[src/rtl/mem_debug_ctrl_pkg.sv]
// Shared definitions for the memory-dump / debug arbiter: state encoding and
// default bus widths.
package mem_debug_ctrl_pkg;

    typedef enum logic [1:0] {
        ST_RUN  = 2'd0,
        ST_DUMP = 2'd1,
        ST_HOLD = 2'd2
    } state_e;

    localparam int ADDR_W_DEF = 8;
    localparam int DATA_W_DEF = 16;

endpackage

[src/rtl/mem_debug_ctrl_scan_tick_gen.sv]
// Free-running divider: one-cycle tick every SCAN_DIV enabled cycles,
// cleared whenever en drops.
module scan_tick_gen #(
    parameter int SCAN_DIV = 25000000
) (
    input  logic clk,
    input  logic reset,
    input  logic en,
    output logic tick
);

    localparam int CNT_W = $clog2(SCAN_DIV);

    logic [CNT_W-1:0] cnt_q;
    logic [CNT_W-1:0] cnt_d;

    assign tick = en && (cnt_q == CNT_W'(SCAN_DIV - 1));

    always_comb begin
        cnt_d = cnt_q + CNT_W'(1);
        if (!en || tick) begin
            cnt_d = '0;
        end
    end

    always_ff @(posedge clk) begin
        if (!reset) begin
            cnt_q <= '0;
        end else begin
            cnt_q <= cnt_d;
        end
    end

endmodule

[src/rtl/mem_debug_ctrl.sv]
// Arbitrates the RAM address/write port between the CPU and a windowed
// memory dump advanced by the step button or an auto-scan tick.
module mem_debug_ctrl
    import mem_debug_ctrl_pkg::*;
#(
    parameter int          ADDR_W   = ADDR_W_DEF,
    parameter int          DATA_W   = DATA_W_DEF,
    parameter int          SCAN_DIV = 25000000,
    parameter int unsigned WRAP     = 0
) (
    input  logic              clk,
    input  logic              reset,
    input  logic              dump_mem,
    input  logic              step_mem,
    input  logic              auto_en,
    input  logic [ADDR_W-1:0] start_addr,
    input  logic [ADDR_W-1:0] end_addr,
    input  logic [ADDR_W-1:0] cpu_addr,
    input  logic              cpu_we,
    input  logic [DATA_W-1:0] cpu_din,
    output logic [ADDR_W-1:0] mem_addr,
    output logic              mem_we,
    output logic [DATA_W-1:0] mem_din,
    output logic [15:0]       disp_addr,
    output logic              dump_active,
    output logic              dump_done,
    output logic              cpu_stall
);

    state_e            state_q;
    logic [ADDR_W-1:0] ptr_q;
    logic              step_q;

    logic step_rise;
    logic tick_en;
    logic tick;
    logic adv;
    logic dumping;

    assign step_rise = step_mem & ~step_q;
    assign tick_en   = (state_q == ST_DUMP) & auto_en;
    assign adv       = auto_en ? tick : step_rise;

    scan_tick_gen #(
        .SCAN_DIV (SCAN_DIV)
    ) u_scan_tick (
        .clk   (clk),
        .reset (reset),
        .en    (tick_en),
        .tick  (tick)
    );

    always_ff @(posedge clk) begin
        if (!reset) begin
            state_q <= ST_RUN;
            ptr_q   <= '0;
            step_q  <= 1'b0;
        end else begin
            step_q <= step_mem;
            case (state_q)
                ST_RUN: begin
                    if (dump_mem) begin
                        state_q <= ST_DUMP;
                        ptr_q   <= start_addr;
                    end
                end
                ST_DUMP: begin
                    // Leaving dump mode outranks any advance in the same cycle.
                    if (!dump_mem) begin
                        state_q <= ST_RUN;
                    end else if (adv) begin
                        if (ptr_q == end_addr) begin
                            if (WRAP != 0) begin
                                ptr_q <= start_addr;
                            end else begin
                                state_q <= ST_HOLD;
                            end
                        end else begin
                            ptr_q <= ptr_q + ADDR_W'(1);
                        end
                    end
                end
                ST_HOLD: begin
                    if (!dump_mem) begin
                        state_q <= ST_RUN;
                    end
                end
                default: begin
                    state_q <= ST_RUN;
                end
            endcase
        end
    end

    // While reset is low the CPU owns the bus and writes are blocked.
    assign dumping     = reset & (state_q != ST_RUN);
    assign mem_addr    = dumping ? ptr_q : cpu_addr;
    assign mem_we      = reset & ~dumping & cpu_we;
    assign mem_din     = cpu_din;
    assign disp_addr   = 16'(mem_addr);
    assign dump_active = dumping;
    assign dump_done   = reset & (state_q == ST_HOLD);
    assign cpu_stall   = dumping;

endmodule
[config.mk]
export PLATFORM = sky130hd
export DESIGN_NAME = mem_debug_ctrl
export DESIGN_NICKNAME = d
export VERILOG_FILES = /design/src/rtl/mem_debug_ctrl_pkg.sv /design/src/rtl/mem_debug_ctrl_scan_tick_gen.sv /design/src/rtl/mem_debug_ctrl.sv
export SDC_FILE = /design/constraint.sdc
export NUM_CORES = 1
export LEC_CHECK = 0
export CAP_MARGIN = 20
export CORE_UTILIZATION = 44
export CTS_BUF_LIST = sky130_fd_sc_hd__clkbuf_16
export CTS_CLUSTER_SIZE = 12
export DETAILED_ROUTE_END_ITERATION = 12
export MAX_ROUTING_LAYER = met4
export PLACE_DENSITY_LB_ADDON = 0.25
export SKIP_LAST_GASP = 1
export SLEW_MARGIN = 5
export SYNTH_ARGS = -nofsm -noshare
export SYNTH_HDL_FRONTEND = slang
export SYNTH_SLANG_ARGS = --single-unit
[constraint.sdc]
create_clock -name clk -period 2.85 [get_ports clk]
set_clock_uncertainty 0.2 [all_clocks]
set_input_delay 0.57 -clock clk [delete_from_list [all_inputs] [get_ports clk]]
set_output_delay 0.57 -clock clk [all_outputs]
set_load 0.03 [all_outputs]
==> qor.tcl <==
set qor(status) {completed}
set qor(htreeDepth) 2
set qor(tightestPinTransition_ps) 514
set qor(antennaDiodeCount) 0
set qor(mappedNetlistArea_mm2) 0.00226
set qor(timing.hold.ws_ps) 277
set qor(min_period_over_period_pct) 97.3
set qor(postSynthAreaPerCell_um2) 8.38
set qor(timing.rr.start) {u_scan_tick.cnt_q[18]}
set qor(detail_route.first_pass.iterations) 4
set qor(layout.cells.most_common) {sky130_fd_sc_hd__dfxtp_1}
set qor(critPathCaptureType) {output port}
set qor(placement.io_buffers) 49
set qor(fin_cells) 364
set qor(cts_tree) {done}
set qor(reg2reg_to) {ptr_q[5]}
set qor(detail-route-antenna-nets) 0
set qor(regArea_um2) 721
set qor(timing.reg2reg.setup_slack_ps) 580
set qor(worst_ep_arrival_time_ps) 2000
set qor(top_level_ports) 90
set qor(routed_via_density) 5.33
set qor(seq_area_frac_synth_pct) 31.9
set qor(multiInputGateArea_mm2) 0.00122
set qor(clk_latency_ps) 270
set qor(timing.final.setup_violations) 0
set qor(place_congestion) 0.834
set qor(worst_setup_path_start_kind) {input pin}
set qor(numCtsBuffers) 5
set qor(drv.max_cap_violation_count) 0
set qor(total_power_divided_by_cell_area_mw_per_mm2) 451
set qor(post_route_cells_drive_above_1_share_pct) 11.1
set qor(final_nets) 345
set qor(post-place-cells) 357
set qor(dp_hpwl_mm) 3.72
set qor(cts_root_buf) {sky130_fd_sc_hd__clkbuf_16}
set qor(hold-path-endpoint) {u_scan_tick.cnt_q[0]}
set qor(die_h_um) 73.7
set qor(hp-class) {register to register}
set qor(first_global_vias) 1734
set qor(fillerInstances) 457
set qor(ys_seq_elements) 36
set qor(synthesis.yosys.warnings) 0
set qor(finalHoldViolations) 0
set qor(critical_path_required_ps) 2080
set qor(areaGrowthSynthToFinish_pct) 19.9
set qor(peakVddDrop_mv) 0.266
set qor(async_reset_ff_share_pct) 0
set qor(leading_register_cell_type_out_of_synthesis) {sky130_fd_sc_hd__dfxtp_1}
set qor(whs_path_depth) 1
set qor(routed_wirelength_mm) 4.98
set qor(static_leakage_nw) 0.911
set qor(die_x_um) 73.7
set qor(grt_overflow) 0
set qor(deepest_clock_path_buffer_count) 2
set qor(maxSlewHeadroom_pct) 65.7
set qor(worst_hold_startpoint) {u_scan_tick.cnt_q[0]}
set qor(cts.sinks) 36
set qor(global_route.usage.total_pct) 19.6
set qor(final_period_minus_worst_setup_slack_ps) 2770
set qor(mostFrequentLayoutCells) {sky130_fd_sc_hd__dfxtp_1 (36), sky130_fd_sc_hd__nor2_1 (32), sky130_fd_sc_hd__clkdlybuf4s50_1 (29), sky130_fd_sc_hd__xnor2_1 (27), sky130_fd_sc_hd__nand2_1 (17)}
set qor(r2r.worst_path.cells) 5
set qor(syn-instance-count) 270
set qor(final_core_utilization_pct) 55.9
set qor(core_area_mm2) 0.00485
set qor(grt_pass1_wl_mm) 8.03
set qor(initial_standard_cell_utilization_of_the_core_pct) 46.7
set qor(synth_enable_flop_cells) 0
set qor(clkSlewWorstSetupHoldPaths_ps) 50
set qor(finalMaxSlewViolations) 0
set qor(std_cell_rows) 25
set qor(number_of_remaining_drc_errors) 0
set qor(grt_max_degree) 15
set qor(critPathKind) {input pin to output port}
set qor(detail_route.wl_per_cell_um) 13.7
set qor(clock.fmax_ghz) 0.361
set qor(fp.dieArea_mm2) 0.00543
set qor(total_via_count_in_the_routed_design) 1939
set qor(dr.first_iter.drc_count) 149
set qor(rsz_0062_raised_after_global_routing) {false}
set qor(holdBufCountCts) 0
set qor(critical_path_peak_fanout) 9
set qor(library_cells_used_by_synthesis) 43
set qor(number_of_antenna_violations_at_the_first_check_in_global_routing) 0
set qor(setup-tns-final_ps) 0
timing repair:
action / 4_1_cts / 5_1_grt
endpoints found under the setup margin: 16 / 0
endpoints found under the hold margin: 0 / 0
gates resized for setup: 16 / 0
setup buffers: 0 / 0
cell usage after synthesis (2+ instances only):
cell	count	area share (%)
sky130_fd_sc_hd__a21oi_1	6	1.3
sky130_fd_sc_hd__o31ai_1	6	2.0
sky130_fd_sc_hd__o311ai_0	5	1.9
sky130_fd_sc_hd__o211ai_1	3	1.0
sky130_fd_sc_hd__nor4b_2	2	1.3
sky130_fd_sc_hd__and4_1	4	1.5
sky130_fd_sc_hd__and2_1	2	0.55
sky130_fd_sc_hd__nand3_1	12	2.7
sky130_fd_sc_hd__nand4_1	8	2.2
sky130_fd_sc_hd__nor4_1	12	3.3
sky130_fd_sc_hd__mux2_2	8	4.0
sky130_fd_sc_hd__and3_1	2	0.55
sky130_fd_sc_hd__or2_2	2	0.55
sky130_fd_sc_hd__nor3_1	8	1.8
sky130_fd_sc_hd__buf_6	3	1.5
sky130_fd_sc_hd__xnor2_1	27	10
sky130_fd_sc_hd__o21ai_0	2	0.44
sky130_fd_sc_hd__clkbuf_1	6	1.0
sky130_fd_sc_hd__nand2_1	17	2.8
sky130_fd_sc_hd__dfxtp_1	36	32
sky130_fd_sc_hd__nor2_1	32	5.3
sky130_fd_sc_hd__inv_1	8	1.3
sky130_fd_sc_hd__xor2_1	4	1.5
sky130_fd_sc_hd__o21ai_1	2	0.44
sky130_fd_sc_hd__ha_1	2	1.1
sky130_fd_sc_hd__or3_1	2	0.55
sky130_fd_sc_hd__buf_4	33	11
area by class of cell:
type	count	area share (%)
clock buffers	5	4.61
inverters	9	1.43
well taps	67	3.09
flip-flops and latches	36	26.6
multi-input cells	189	45.0
repair buffers	56	18.9
clock inverters	2	0.323
registers in the layout, indices dropped and copies added, names as in the netlist:
| signal | flops |
|---|---|
| u_scan_tick.cnt_q | 25 |
| state_q | 2 |
| ptr_q | 8 |
| step_q | 1 |
where the power goes:
part	leakage [nW]	switching [mW]	internal, mW
combinational	0.549	0.107	0.0880
sequential	0.292	0.0154	0.514
clock	0.0709	0.186	0.313
through the flow:
step / setup WS (ps) / total power, mW / cell area, um2
after floorplan: 404 / 0.715 / 2290
after global placement: -125 / 0.745 / 2600
after detailed placement: -165 / 0.746 / 2600
after CTS: 67.8 / 1.24 / 2710
after global routing: 16.2 / 1.28 / 2710
final: 77.8 / 1.22 / 2710
kinds of logic after synthesis:
group,synth area share [%]
other,0.166
AOI/OAI and AO/OA,9.79
adders and majority gates,1.11
muxes,4.42
xor gates and xnor gates,12.0
DFF,31.9
buffers and inverters,15.3
and+or+nand+nor,25.3
how the worst max path moves through the flow:
stage | to | slack [ps] | from
after floorplan | mem_addr[0] | 400 | reset
after global placement | mem_addr[7] | -130 | reset
after detailed placement | mem_addr[1] | -160 | reset
after CTS | mem_addr[1] | 70 | reset
after global routing | disp_addr[1] | 20 | reset
final | mem_addr[1] | 80 | reset
critical path: stages:
cell and delay (ps):
sky130_fd_sc_hd__clkdlybuf4s50_1 430, sky130_fd_sc_hd__o21ai_1 90, sky130_fd_sc_hd__buf_4 190, sky130_fd_sc_hd__mux2_2 360, sky130_fd_sc_hd__dlygate4sd2_1 360
metal layers:
metal	share of wire (%)	GRT usage [%]
met1	46	24.9
met2	46	30.8
met3	6.9	4.12
met4	0.96	6.62
met5	0	-
Power figures use the tool's default switching activity.
